### src/rtl/pid_pkg.sv
// Shared types, widths and the signed saturation helper for the heading PID loop.
package pid_pkg;

    typedef enum logic [2:0] {
        IDLE  = 3'd0,
        ERR   = 3'd1,
        TERMS = 3'd2,
        SUM   = 3'd3,
        OUT   = 3'd4
    } pid_state_t;

    localparam int ERR_W   = 10;
    localparam int PID_W   = 15;
    localparam int SPD_W   = 12;
    localparam int INTEG_W = 16;

    // Clamp a sign-extended value into the signed range of a w-bit result; caller truncates.
    function automatic logic signed [31:0] sat_s(input logic signed [31:0] val, input int w);
        logic signed [31:0] hi;
        logic signed [31:0] lo;
        hi = (32'sd1 <<< (w - 1)) - 32'sd1;
        lo = -(32'sd1 <<< (w - 1));
        if (val > hi)
            return hi;
        else if (val < lo)
            return lo;
        else
            return val;
    endfunction

endpackage

### src/rtl/pid_integrator.sv
// Heading-error integrator with anti-windup hold on overflow; exposes the scaled I term.
module pid_integrator
    import pid_pkg::*;
#(
    parameter int I_SHIFT = 4
)(
    input  logic                      clk,
    input  logic                      rst_n,
    input  logic                      en,
    input  logic                      clr,
    input  logic signed [ERR_W-1:0]   err_in,
    output logic signed [INTEG_W-1:0] i_term
);

    logic signed [INTEG_W-1:0] integ_q, integ_d;
    logic signed [INTEG_W:0]   sum;

    always_comb begin
        sum     = (INTEG_W + 1)'(integ_q) + (INTEG_W + 1)'(err_in);
        integ_d = integ_q;
        if (clr)
            integ_d = '0;
        // Top two bits disagree only when the 16-bit sum overflowed: keep the old value.
        else if (en && (sum[INTEG_W] == sum[INTEG_W-1]))
            integ_d = sum[INTEG_W-1:0];
    end

    always_ff @(posedge clk or negedge rst_n) begin
        if (!rst_n)
            integ_q <= '0;
        else
            integ_q <= integ_d;
    end

    assign i_term = integ_q >>> I_SHIFT;

endmodule

### src/rtl/pid_ctrl.sv
// Heading-loop PID sequencer: one steering update per accepted heading sample.
// Optional derivative path enabled by defining PID_DTERM_EN.
module pid_ctrl
    import pid_pkg::*;
#(
`ifdef PID_DTERM_EN
    parameter int D_COEFF   = 5,
`endif
    parameter int P_COEFF   = 3,
    parameter int I_SHIFT   = 4,
    parameter int SPD_SHIFT = 3
)(
    input  logic                    clk,
    input  logic                    rst_n,
    input  logic                    moving,
    input  logic                    hdng_vld,
    input  logic signed [11:0]      dsrd_hdng,
    input  logic signed [11:0]      actl_hdng,
    input  logic        [10:0]      frwrd_spd,
    output logic signed [ERR_W-1:0] err_sat,
    output logic signed [SPD_W-1:0] lft_spd,
    output logic signed [SPD_W-1:0] rght_spd,
    output logic                    pid_rdy,
    output logic                    busy,
    output logic                    ovrrun
);

    localparam logic signed [13:0] P_K = 14'(P_COEFF);

    pid_state_t                state_q, state_d;
    logic signed [ERR_W-1:0]   err_sat_q, err_sat_d;
    logic signed [13:0]        p_q, p_d, d_q, d_d;
    logic signed [PID_W-1:0]   pid_q, pid_d;
    logic signed [SPD_W-1:0]   lft_q, lft_d, rght_q, rght_d;
    logic                      pid_rdy_q, pid_rdy_d;
    logic                      busy_q, busy_d;
    logic                      ovrrun_q, ovrrun_d;

    logic signed [INTEG_W-1:0] i_term;
    logic signed [11:0]        err_raw;
    logic signed [SPD_W-1:0]   corr;
    logic signed [12:0]        lft_raw, rght_raw;
    logic signed [13:0]        d_calc;

    assign err_raw  = actl_hdng - dsrd_hdng;
    assign corr     = SPD_W'(pid_q >>> SPD_SHIFT);
    assign lft_raw  = $signed({2'b00, frwrd_spd}) + 13'(corr);
    assign rght_raw = $signed({2'b00, frwrd_spd}) - 13'(corr);

`ifdef PID_DTERM_EN
    localparam logic signed [13:0] D_K = 14'(D_COEFF);

    logic signed [ERR_W-1:0] prev_err_q, prev_err_d;
    logic signed [10:0]      diff_raw;
    logic signed [7:0]       diff_sat;

    always_comb begin
        diff_raw = 11'(err_sat_q) - 11'(prev_err_q);
        diff_sat = 8'(sat_s(32'(diff_raw), 8));
        d_calc   = 14'(diff_sat) * D_K;
    end
`else
    assign d_calc = '0;
`endif

    pid_integrator #(
        .I_SHIFT (I_SHIFT)
    ) u_integ (
        .clk    (clk),
        .rst_n  (rst_n),
        .en     (moving && (state_q == TERMS)),
        .clr    (!moving),
        .err_in (err_sat_q),
        .i_term (i_term)
    );

    always_comb begin
        state_d   = state_q;
        err_sat_d = err_sat_q;
        p_d       = p_q;
        d_d       = d_q;
        pid_d     = pid_q;
        lft_d     = lft_q;
        rght_d    = rght_q;
        pid_rdy_d = 1'b0;
        ovrrun_d  = ovrrun_q | (hdng_vld && (state_q != IDLE));
`ifdef PID_DTERM_EN
        prev_err_d = prev_err_q;
`endif
        if (!moving) begin
            // Losing motion abandons the sample and flushes loop memory.
            state_d = IDLE;
            lft_d   = '0;
            rght_d  = '0;
`ifdef PID_DTERM_EN
            prev_err_d = '0;
`endif
        end else begin
            case (state_q)
                IDLE: if (hdng_vld) state_d = ERR;
                ERR: begin
                    err_sat_d = ERR_W'(sat_s(32'(err_raw), ERR_W));
                    state_d   = TERMS;
                end
                TERMS: begin
                    p_d = 14'(err_sat_q) * P_K;
                    d_d = d_calc;
`ifdef PID_DTERM_EN
                    prev_err_d = err_sat_q;
`endif
                    state_d = SUM;
                end
                SUM: begin
                    pid_d   = PID_W'(INTEG_W'(p_q) + i_term + INTEG_W'(d_q));
                    state_d = OUT;
                end
                OUT: begin
                    lft_d     = SPD_W'(sat_s(32'(lft_raw), SPD_W));
                    rght_d    = SPD_W'(sat_s(32'(rght_raw), SPD_W));
                    pid_rdy_d = 1'b1;
                    state_d   = IDLE;
                end
                default: state_d = IDLE;
            endcase
        end
        busy_d = (state_d != IDLE);
    end

    always_ff @(posedge clk or negedge rst_n) begin
        if (!rst_n) begin
            state_q   <= IDLE;
            err_sat_q <= '0;
            p_q       <= '0;
            d_q       <= '0;
            pid_q     <= '0;
            lft_q     <= '0;
            rght_q    <= '0;
            pid_rdy_q <= 1'b0;
            busy_q    <= 1'b0;
            ovrrun_q  <= 1'b0;
`ifdef PID_DTERM_EN
            prev_err_q <= '0;
`endif
        end else begin
            state_q   <= state_d;
            err_sat_q <= err_sat_d;
            p_q       <= p_d;
            d_q       <= d_d;
            pid_q     <= pid_d;
            lft_q     <= lft_d;
            rght_q    <= rght_d;
            pid_rdy_q <= pid_rdy_d;
            busy_q    <= busy_d;
            ovrrun_q  <= ovrrun_d;
`ifdef PID_DTERM_EN
            prev_err_q <= prev_err_d;
`endif
        end
    end

    assign err_sat  = err_sat_q;
    assign lft_spd  = lft_q;
    assign rght_spd = rght_q;
    assign pid_rdy  = pid_rdy_q;
    assign busy     = busy_q;
    assign ovrrun   = ovrrun_q;

endmodule

### config.mk
export PLATFORM = sky130hd
export DESIGN_NAME = pid_ctrl
export DESIGN_NICKNAME = d
export VERILOG_FILES = /design/src/rtl/pid_pkg.sv /design/src/rtl/pid_integrator.sv /design/src/rtl/pid_ctrl.sv
export SDC_FILE = /design/constraint.sdc
export NUM_CORES = 1
export LEC_CHECK = 0
export CORE_AREA = 2 2 155 157
export CTS_CLUSTER_SIZE = 12
export DETAILED_ROUTE_END_ITERATION = 10
export DIE_AREA = 0 0 157 159
export HOLD_SLACK_MARGIN = 0.06
export SLEW_MARGIN = 10
export SYNTH_ARGS = -nofsm -noshare
export SYNTH_HDL_FRONTEND = slang
export SYNTH_HIERARCHICAL = 1
export SYNTH_SLANG_ARGS = --single-unit
### constraint.sdc
create_clock -name clk -period 3.2 [get_ports clk]
set_input_delay 0.32 -clock clk [delete_from_list [all_inputs] [get_ports clk]]
set_output_delay 0.32 -clock clk [all_outputs]
set_load 0.03 [all_outputs]
After elaboration in Yosys (flattened, before gate mapping)
Cells that the tools add are included.
- register bits: 84
- bits of input ports: 39
- output and inout port bits: 37
- logic and storage cells: 56
- add/sub/neg operators: 5
- multiply operators: 1
- order comparisons: 6
- eq/ne operators: 7
- muxes and demuxes: 17
- bitwise gates (word level): 1
- reduce and logical (&&, ||, !) cells: 9
- operators with widths (cell ; count):
    $mux W12 ; 8
    $mux W16 ; 2
    $gt A13 B12 Y1 const B ; 2
    $lt A13 B12 Y1 const B ; 2
    $mux W10 ; 2
    $add A16 B10 Y17 ; 1
    $add A13 B12 Y14 ; 1
    $add A12 B12 Y13 ; 1
    $mul A10 B3 Y13 const B ; 1
    $sub A12 B12 Y13 ; 1
    $gt A12 B10 Y1 const B ; 1
    $lt A12 B10 Y1 const B ; 1
    $pmux W3 S4 ; 1
    $sub A12 B12 Y12 ; 1
    $eq A3 B2 Y1 const B ; 2
    $mux W3 ; 2
    $reduce_and A2 Y1 ; 3
    $reduce_bool A3 Y1 ; 2
    $ne A2 B1 Y1 const B ; 2
    $eq A3 B1 Y1 const B ; 1
    $eq A3 B3 Y1 const B ; 1
    $logic_and A1 B1 Y1 ; 3
    $logic_not A3 Y1 ; 1
    $mux W1 ; 2
    other kinds (2) ; 2

Longest topological paths before layout
Gate-level depths: netlist of the first run.
- word-level depth: 6
- depth in mapped cells: 11
- mapped depth without buffers: 11

By module
The synthesis of the first run kept the hierarchy.
- modules (own cells, without submodules) (module ; times used ; cells each ; area each (µm²) ; seq. area each (µm²)):
    pid_ctrl ; 1 ; 589 ; 5203.7 ; 1626.6
    pid_integrator ; 1 ; 192 ; 1659.1 ; 400.4

Least setup slack after synthesis of the first run
No wires, ideal clock.
- path type: flip-flop to flip-flop
- start: register err_sat_q[0], in the netlist err_sat[0]
- end: register u_integ.integ_q[4]
- setup time: 78 ps
- arrival: 2752 ps
- required time: 3122 ps
- path slack: 370 ps
- stages on the path, launching flop included: 10
- buffers on the path: 0
- period minus slack after synthesis: 2830 ps
- cells stage by stage: dfrtp_1 -> ha_1 -> fa_1 -> a211oi_1 -> nor2_1 -> a31oi_1 -> o21ai_1 -> xor2_2 -> or4_1 -> a21oi_1
- word-level cells in the longest chain between the ends: 4
- elaborated cells on any way between the ends: 6
- those cells by class: add/sub: 1; eq/ne: 2; mux: 2; reduce/logical: 1
- ends and longest elaborated chain (what ; RTL line ; text):
    from (decl) ; pid_ctrl.sv:31 ; logic signed [ERR_W-1:0] err_sat_q, err_sat_d;
    from (signal assigned) ; pid_ctrl.sv:146 ; err_sat_q <= err_sat_d;
    $add A16 B10 Y17 (*) ; pid_integrator.sv:19 ; sum = (INTEG_W + 1)'(integ_q) + (INTEG_W + 1)'(err_in);
    $eq A1 B1 Y1 ; pid_integrator.sv:24 ; else if (en && (sum[INTEG_W] == sum[INTEG_W-1]))
    $logic_and A1 B1 Y1 ; pid_integrator.sv:24 ;
    $ne A2 B1 Y1 (no line) ; - ;
    to (signal assigned) ; pid_integrator.sv:32 ; integ_q <= integ_d;
    to (decl) ; pid_integrator.sv:15 ; logic signed [INTEG_W-1:0] integ_q, integ_d;
Mark *: on every way between the ends. The rest lies on a longest branch, timed or not. The select of a mux whose other input is x is not followed.
A chain may end at the register's enable or synchronous reset.

Final worst setup path of the first run
Same ends and word-level chain as after synthesis.

==> results of run 1 <==
-- power breakdown --
part           total, mW  internal, mW  switching [mW]
Clock               1.05         0.623           0.428
Combinational       2.95          1.30            1.65
Sequential          1.45          1.23           0.213
Total               5.45          3.15            2.29
-- path summary, 6_finish.rpt --
path	depth (start not counted)	slack, ns	endpoint
worst max-delay path	10	0.26	u_integ/integ_q[4]$_DFFE_PN0P_
worst min-delay path	1	0.14	rght_spd[2]$_DFFE_PN0P_
worst max register to register	10	0.26	u_integ/integ_q[4]$_DFFE_PN0P_
worst min register to register	1	0.48	ovrrun$_DFF_PN0_
max in group asynchronous	1	2.37	p_q[2]$_DFFE_PN0P_
min in group clk	1	0.48	ovrrun$_DFF_PN0_
-- cell usage in the layout (no fill, tap or decap), types with 4 or more instances in the layout --
cell,n
nand2b_1,6
dfrtp_1,81
a311oi_1,4
nand2_1,62
a21boi_0,6
o21ai_0,59
nor3_1,21
and3_1,4
nor2b_1,11
inv_1,45
clkdlybuf4s50_1,74
a211oi_1,8
nor2_1,45
o21bai_1,5
buf_4,33
a21oi_2,4
or3_1,5
nand4_1,4
a221oi_1,4
xnor2_1,33
nand3_1,17
o31ai_1,13
a31oi_1,11
a21oi_1,61
o21ai_1,15
a211o_1,4
xor2_1,22
and2_1,5
a221o_1,7
fa_1,5
a21o_1,12
o21a_1,11
clkbuf_16,9
o211ai_1,10
ha_1,79
-- sequential cells by signal (all words and copies together) (netlist names) --
register	count
busy	1
err_sat	10
lft_spd	12
ovrrun	1
p_q	13
pid_q	12
pid_rdy	1
rght_spd	12
state_q	3
u_integ/integ_q	16
-- worst register-to-register path: cells and delay by family, from the launching register on --
kind / cells / cell delay [ns]
fa+ha+maj: 2 / 0.62
buf+inv: 1 / 0.17
flops: 1 / 0.38
simple gates: 2 / 0.60
compound gates: 4 / 0.92
xor+xnor: 1 / 0.18
-- per-layer routing --
layer  up-vias  GRT usage [%]
li1       2966              -
met4         0           3.71
met5         -              0
met2       115           21.9
met3        16           2.31
met1      2727           19.5
-- stage by stage --
| stage | utilization [%] | instance area [um2] | std cells | setup slack (ns) |
|---|---|---|---|---|
| after detailed placement | 34.5 | 8010 | 1162 | -0.0338 |
| after global routing | 35.8 | 8300 | 1178 | 0.0555 |
| after floorplan | - | 6860 | 780 | 0.370 |
| after CTS | 35.8 | 8300 | 1178 | 0.220 |
| final | 35.8 | 8300 | 1178 | 0.255 |
| after global placement | 34.5 | 8010 | 1162 | 0.0233 |
-- layout make-up --
class / count / share of cell area (%)
Timing Repair Buffer: 108 / 12.1
Tap cell: 319 / 4.81
Inverter: 46 / 2.08
Clock buffer: 11 / 2.92
Multi-Input combinational cell: 608 / 53.0
Sequential cell: 81 / 24.4
Clock inverter: 5 / 0.663
==> run_results.csv, run 1 <==
group,metric,value,unit
status,status,"complete, no violations",
placed_design,gp_congestion,0.828,
clock_tree,cts_setup_buffers,0,
global_route,grt_pass1_wl,28000,um
sta,hold_violations,0,
routing,wirelength,16600,um
placed_design,portBuffers,75,
routing,via_per_inst,4.94,
critical_path,worst-path-buf-inv,1,
routing,met2_length,7440,um
global_route,antenna_found_initial,0,
routing,drt_drc_violations_left,0,
floorplan,die_y,159,um
critical_path,slowest_delay,0.46,ns
routing,dr.max_layer_used,"met4",
layout,multi_input_area,4400,um2
worst_hold_path,hp-class,"primary input to async pin",
clock_tree,clock_latency,0.34,ns
sta,maxSlewHeadroom,30.5,%
sta,finalCritPeriodShare,92.0,%
routing,first_pass_iters,5,
floorplan,initial_core_util,29.6,%
routing,met3_length,693,um
sta,rsz0062_at_grt,"no",
yosys,syn_inst,780,
critical_path,critPathLaunchType,"flop",
floorplan,top_level_ports,76,
layout,seq_area,2030,um2
sta,slew_viol_final,0,
critical_path,cp_cell_sequence,"ha_1 > fa_1 > a211oi_1 > nor2_1 > a31oi_1 > o21ai_1 > xor2_2 > buf_12 > or4_1 > a21oi_1",
yosys,synth-warning-count,6,
clock_tree,tritoncts,"yes",
clock_tree,post_cts_resized,0,
power,cellPowerDensity,656,nW/um2
yosys,syn_nets,903,
placed_design,dp_hpwl,13000,um
global_route,grt_max_degree,82,
layout,nets,977,
critical_path,r2r-start,"err_sat[0]$_DFFE_PN0P_",
critical_path,critPathMaxFanout,17,
routing,wl_met1,8220,um
layout,drive_above_1_share,9.08,%
clock_tree,cts_buffer_depth,2,
sta,setup_viol,0,
critical_path,cp_slowest_cell,"or4_1",
clock_tree,hold_buffers,0,
floorplan,die_area,25000,um2
routing,ant_nets,0,
floorplan,die_w,157,um
power,p_leak,3.69,nW
yosys,syn_avg_cell_area,8.79,um2
power,power.total,5.45,mW
flow_run,maxCapViolCount,0,
global_route,grt_overflow_total,0,
yosys,synthesis.area,6860,um2
critical_path,end_kind,"flop",
critical_path,critPathKind,"flop to flop",
clock_tree,htree_num_levels,3,
clock_tree,clk_pin_slew,0.06,ns
critical_path,timing.critical_path.from,"err_sat[0]$_DFFE_PN0P_",
floorplan,fp.coreArea,23200,um2
routing,post_drt_wl_per_cell,14.1,um
critical_path,cp_top_family,"compound AO/OA/AOI/OAI gates",
sta,setup_tns,0,ns
routing,num_vias,5824,
layout,antenna_cells,0,
sta,tightest_slew,1.04,ns
power,max-vdd-ir-drop,0.292,mV
routing,drtIter0Drc,280,
sta,max_freq,0.340,GHz
sta,finalCriticalPeriod,2.94,ns
global_route,grt_pass1_vias,5634,
critical_path,arrival,3.21,ns
sta,holdWs,0.139,ns
layout,synthToLayoutAreaGrowth,21.1,%
layout,fillers,2393,
clock_tree,cts.sinks,81,
critical_path,cp.required,3.47,ns
clock_tree,cts_root_buf,"clkbuf_16",
sta,skew,0.00673,ns
global_route,grtUsageTotal,13.8,%
clock_tree,numCtsBuffers,9,
floorplan,rows,56,
Power figures use the tool's default switching activity.
==> inputs of run 2 (changes only) <==
--- a/config.mk
+++ b/config.mk
@@ -5,11 +5,15 @@
 export SDC_FILE = /design/constraint.sdc
 export NUM_CORES = 1
 export LEC_CHECK = 0
+export CAP_MARGIN = 30
+export CELL_PAD_IN_SITES_DETAIL_PLACEMENT = 0
+export CELL_PAD_IN_SITES_GLOBAL_PLACEMENT = 1
 export CORE_AREA = 2 2 155 157
 export CTS_CLUSTER_SIZE = 12
 export DETAILED_ROUTE_END_ITERATION = 10
 export DIE_AREA = 0 0 157 159
 export HOLD_SLACK_MARGIN = 0.06
+export PLACE_DENSITY_LB_ADDON = 0.1
 export SLEW_MARGIN = 10
 export SYNTH_ARGS = -nofsm -noshare
 export SYNTH_HDL_FRONTEND = slang
==> run 2 against run 1 <==
  * Clock power grew 6%
  * Sequential cell count is the same
  * Combinational power is 4% higher
  * Register-to-register slack lost 0.05 ns
  * Non-clock buffer count rose by 12
  * Total power rose by 3.0%
  * Die area stayed put
  * Final cell count increased by 1.0%
  * Cell area grew 1.7%
  * Critical path depth fell by 1
  * Largest cell class unchanged
  * Clock-buffer cell count shrank 2
  * Global-route usage increased by 2.2 points
==> run_results.csv, run 2 (synthesized netlist as in run 1, its figures left out) <==
group,metric,value,unit
status,status,"complete, no violations",
clock_tree,cts_root_buf,"clkbuf_16",
clock_tree,clk_pin_slew,0.07,ns
layout,final_common_cell,"dfrtp_1",
sta,rsz0062_at_grt,"no",
critical_path,arrival,3.27,ns
floorplan,initial_core_util,29.6,%
layout,antenna_cells,0,
routing,drtIter0Drc,207,
layout,synthToLayoutAreaGrowth,23.1,%
worst_hold_path,hp-class,"primary input to async pin",
layout,largest_reg_flops,16,
routing,wirelength,19200,um
placed_design,dpl_worst_slack,-0.0353,ns
layout,reg_top3,"u_integ/integ_q x16, p_q x13",
routing,via_per_inst,5.00,
critical_path,cp_top_family,"simple AND/OR/NAND/NOR gates",
global_route,grt_overflow_total,0,
placed_design,gp_congestion,0.892,
routing,post_drt_wl_per_cell,16.2,um
sta,setup_viol,0,
critical_path,rrSetupSlack,0.21,ns
critical_path,cp_slowest_cell,"dfrtp_1",
critical_path,worst-path-buf-inv,2,
layout,final_util,36.4,%
critical_path,slowest_delay,0.50,ns
clock_tree,cts_buffer_depth,2,
floorplan,rows,56,
floorplan,die_area,25000,um2
floorplan,die_y,159,um
critical_path,critPathKind,"flop to flop",
flow_run,maxCapViolCount,0,
sta,finalCriticalPeriod,2.99,ns
global_route,grt_max_degree,57,
clock_tree,numCtsBuffers,9,
power,power.total,5.61,mW
critical_path,critPathMaxFanout,17,
critical_path,r2r-start,"err_sat[9]$_DFFE_PN0P_",
layout,drive_above_1_share,10.3,%
layout,nets,989,
critical_path,cp.required,3.48,ns
critical_path,cp-endpoint,"u_integ/integ_q[4]$_DFFE_PN0P_",
critical_path,end_kind,"flop",
critical_path,r2r-end,"u_integ/integ_q[4]$_DFFE_PN0P_",
sta,skew,0.00823,ns
clock_tree,clock_latency,0.35,ns
global_route,grt_pass1_vias,6186,
routing,drt_drc_violations_left,0,
floorplan,fp.coreArea,23200,um2
clock_tree,cts_setup_buffers,0,
sta,tightest_slew,0.720,ns
sta,slew_viol_final,0,
power,cellPowerDensity,665,nW/um2
sta,max_freq,0.334,GHz
sta,setup_tns,0,ns
power,max-vdd-ir-drop,0.426,mV
layout,final_cell_mix,"dfrtp_1 (81), ha_1 (79), clkdlybuf4s50_1 (74)",
sta,maxSlewHeadroom,51.4,%
routing,first_pass_iters,4,
sta,holdWs,0.419,ns
floorplan,die_w,157,um
sta,finalCritPeriodShare,93.5,%
critical_path,critPathLaunchType,"flop",
clock_tree,tritoncts,"yes",
global_route,antenna_found_initial,0,
power,p_leak,3.77,nW
critical_path,cp_cell_sequence,"buf_4 > ha_1 > and3_1 > nand2_1 > o41ai_4 > xor2_2 > buf_12 > or4_1 > a21oi_1",
critical_path,ff2ff_path_depth,9,
floorplan,top_level_ports,76,
clock_tree,cts.sinks,81,
global_route,grtUsageTotal,16.1,%
clock_tree,htree_num_levels,3,
layout,largest_register,"u_integ/integ_q",
critical_path,timing.critical_path.from,"err_sat[9]$_DFFE_PN0P_",
routing,num_vias,5947,
placed_design,portBuffers,75,
global_route,grt_pass1_wl,31900,um
routing,ant_nets,0,
sta,hold_violations,0,
critical_path,cp_num_cells,9,
sta,timing.final.ws_setup,0.209,ns
placed_design,dp_hpwl,15500,um
## run 2: cell count changes in the layout (fill, tap and decap cells not counted), sizes merged
cell / delta
buf: +11
clkbuf: -2
clkinv: -2
clkinvlp: -1
dlygate4sd3: +1
inv: +5
## run 2: worst min-delay path by stage
stage	endpoint	depth (start not counted)	from
2_1_floorplan	busy$_DFF_PN0_	0	rst_n
3_3_place_gp	ovrrun$_DFF_PN0_	1	ovrrun$_DFF_PN0_
3_5_place_dp	rght_spd[10]$_DFFE_PN0P_	1	rst_n
4_1_cts	rght_spd[10]$_DFFE_PN0P_	2	rst_n
5_1_grt	rght_spd[3]$_DFFE_PN0P_	2	rst_n
6_report	rght_spd[3]$_DFFE_PN0P_	2	rst_n
## run 2: routing by layer
layer / share of wire (%) / track usage (%) / vias to the layer above
met5: 0 / 0 / -
met4: 1.9 / 4.84 / 0
met3: 3.1 / 2.45 / 23
met2: 51 / 28.8 / 105
met1: 44 / 19.6 / 2831
li1: - / - / 2988
## run 2: what timing repair did
item,4_1_cts,5_1_grt
hold endpoints to repair,25,0
hold buffers,1,0
endpoints found under the setup margin,0,3
gates resized for setup,0,3
## run 2: cell type report
cell class	count	area, um2
Fill cell	2387	14800
Multi-Input combinational cell	608	4400
Sequential cell	81	2030
Timing Repair Buffer	120	1130
Tap cell	319	399
Clock buffer	9	225
Inverter	46	173
Clock inverter	7	83.8
## run 2: report_power, final
| part | leakage, nW | switching (mW) | internal [mW] |
|---|---|---|---|
| clock | 0.149 | 0.483 | 0.622 |
| sequential | 1.08 | 0.206 | 1.23 |
| combinational | 2.54 | 1.72 | 1.34 |
## run 2: stage by stage
stage,instance area (um2),cells
4_1_cts,8440,1190
3_5_place_dp,8120,1173
3_3_place_gp,8090,1172
2_1_floorplan,6860,780
5_1_grt,8440,1190
6_report,8440,1190
==> inputs of run 3 (changes only) <==
--- a/config.mk
+++ b/config.mk
@@ -8,12 +8,12 @@
 export CAP_MARGIN = 30
 export CELL_PAD_IN_SITES_DETAIL_PLACEMENT = 0
 export CELL_PAD_IN_SITES_GLOBAL_PLACEMENT = 1
-export CORE_AREA = 2 2 155 157
+export CORE_AREA = 2 2 118 206
 export CTS_CLUSTER_SIZE = 12
 export DETAILED_ROUTE_END_ITERATION = 10
-export DIE_AREA = 0 0 157 159
+export DIE_AREA = 0 0 120 208
 export HOLD_SLACK_MARGIN = 0.06
-export PLACE_DENSITY_LB_ADDON = 0.1
+export PLACE_DENSITY = 0.54
 export SLEW_MARGIN = 10
 export SYNTH_ARGS = -nofsm -noshare
 export SYNTH_HDL_FRONTEND = slang
==> run 3 against run 2 <==
  * Sequential power is essentially flat
  * Maximum frequency is 2.1% lower
  * Clock-buffer cell count up 2
  * Total power rose by 2.4%
  * Cell area rose by 1.2%
  * Critical path type unchanged
  * Critical endpoint unchanged
  * Largest power group unchanged
==> run_results.csv, run 3 (synthesized netlist as in run 1, its figures left out) <==
group,metric,value,unit
clock_tree,cts_root_buf,"clkbuf_16",
sta,slew_viol_final,0,
sta,setup_viol,0,
layout,antenna_cells,0,
layout,final_common_cell,"dfrtp_1",
critical_path,cp_common_cell,"buf_4",
routing,via_per_inst,5.18,
layout,largest_reg_flops,16,
critical_path,critPathLaunchType,"flop",
power,p_leak,3.84,nW
sta,max_freq,0.327,GHz
clock_tree,cts.sinks,81,
floorplan,initial_core_util,29.5,%
critical_path,cp_slowest_cell,"or4_1",
clock_tree,numCtsBuffers,9,
clock_tree,cts_buffer_depth,2,
floorplan,rows,74,
critical_path,cp_top_family,"compound AO/OA/AOI/OAI gates",
critical_path,timing.critical_path.from,"err_sat[0]$_DFFE_PN0P_",
layout,synthToLayoutAreaGrowth,24.6,%
sta,rsz0062_at_grt,"no",
placed_design,portBuffers,75,
routing,num_vias,6175,
routing,wirelength,20600,um
clock_tree,clock_latency,0.34,ns
floorplan,top_level_ports,76,
routing,drtIter0Drc,235,
routing,post_drt_wl_per_cell,17.3,um
clock_tree,cts_setup_buffers,0,
critical_path,cp.required,3.47,ns
clock_tree,tritoncts,"yes",
flow_run,maxCapViolCount,0,
placed_design,dpl_worst_slack,-0.0675,ns
sta,tightest_slew,0.813,ns
critical_path,end_kind,"flop",
critical_path,worst-path-buf-inv,3,
global_route,grt_overflow_total,0,
placed_design,gp_congestion,0.873,
global_route,grt_pass1_wl,33400,um
sta,finalCriticalPeriod,3.06,ns
layout,final_cell_mix,"dfrtp_1 (81), ha_1 (79), clkdlybuf4s50_1 (74)",
global_route,grt_max_degree,61,
layout,largest_register,"u_integ/integ_q",
critical_path,arrival,3.33,ns
clock_tree,clk_pin_slew,0.06,ns
global_route,grt_pass1_vias,6528,
power,max-vdd-ir-drop,0.257,mV
critical_path,cp-endpoint,"u_integ/integ_q[4]$_DFFE_PN0P_",
layout,drive_above_1_share,12.5,%
sta,setup_tns,0,ns
global_route,antenna_found_initial,0,
worst_hold_path,hp-class,"primary input to async pin",
floorplan,die_w,120,um
power,power.total,5.75,mW
critical_path,critPathMaxFanout,17,
routing,drt_drc_violations_left,0,
layout,nets,1007,
sta,timing.final.ws_setup,0.144,ns
routing,ant_nets,0,
layout,reg_top3,"u_integ/integ_q x16, p_q x13",
floorplan,fp.coreArea,23200,um2
critical_path,r2r-start,"err_sat[0]$_DFFE_PN0P_",
sta,finalCritPeriodShare,95.5,%
status,status,"complete, no violations",
critical_path,critPathKind,"flop to flop",
floorplan,die_y,208,um
floorplan,die_area,25000,um2
routing,first_pass_iters,5,
sta,hold_violations,0,
placed_design,dp_hpwl,17100,um
clock_tree,htree_num_levels,3,
power,cellPowerDensity,673,nW/um2
sta,skew,0.00752,ns
critical_path,rrSetupSlack,0.14,ns
sta,maxSlewHeadroom,45.8,%
critical_path,ff2ff_path_depth,12,
critical_path,r2r-end,"u_integ/integ_q[4]$_DFFE_PN0P_",
critical_path,slowest_delay,0.50,ns
critical_path,cp_cell_sequence,"ha_1 > fa_2 > a211oi_2 > buf_4 > nor2_1 > a31oi_1 > buf_4 > o21ai_1 > xor2_2 > buf_12 > or4_1 > a21oi_2",
global_route,grtUsageTotal,17.0,%
critical_path,cp_num_cells,12,
==> run 3: how the worst min path moves through the flow <==
stage | cells after the start | slack (ns) | start | to
2_1_floorplan | 0 | 0.02 | rst_n | busy$_DFF_PN0_
3_3_place_gp | 1 | 0.46 | ovrrun$_DFF_PN0_ | ovrrun$_DFF_PN0_
3_5_place_dp | 1 | 0.46 | ovrrun$_DFF_PN0_ | ovrrun$_DFF_PN0_
4_1_cts | 1 | 0.11 | rst_n | state_q[1]$_DFF_PN0_
5_1_grt | 1 | 0.13 | rst_n | rght_spd[1]$_DFFE_PN0P_
6_report | 1 | 0.06 | rst_n | rght_spd[1]$_DFFE_PN0P_
==> run 3: report_power, final <==
group	switching (mW)	total (mW)	internal [mW]
registers	0.200	1.43	1.23
clock network	0.438	1.12	0.683
logic	1.79	3.19	1.40
total	2.43	5.75	3.32
==> run 3: what timing repair did <==
item | in CTS | in global routing
resized for setup | 0 | 4
setup endpoints to repair | 0 | 3
hold buffers | 0 | 0
==> run 3: cell type report <==
class                      count  area [um2]
clock buffer                  11         233
clock inverter                 5        80.1
fill                        2366       14700
inverter                      46         173
multi-input combinational    608        4410
sequential                    81        2030
tap                          304         380
timing repair buffer         138        1230
==> run 3: layer usage <==
layer / global-route usage (%) / share of wire [%] / vias to the layer above
met5: 0 / 0 / -
met1: 14.7 / 33 / 2947
li1: - / - / 3030
met4: 7.83 / 3.7 / 0
met2: 36.4 / 60 / 153
met3: 2.00 / 3.2 / 45
==> run 3: metrics by stage <==
stage / utilization, % / hold slack (ns) / cell area (um2) / std cells
2_1_floorplan: - / 0.0244 / 6860 / 780
3_3_place_gp: 35.3 / 0.459 / 8210 / 1177
3_5_place_dp: 35.3 / 0.458 / 8210 / 1177
4_1_cts: 36.7 / 0.112 / 8520 / 1193
5_1_grt: 36.7 / 0.129 / 8540 / 1193
6_report: 36.7 / 0.0627 / 8540 / 1193
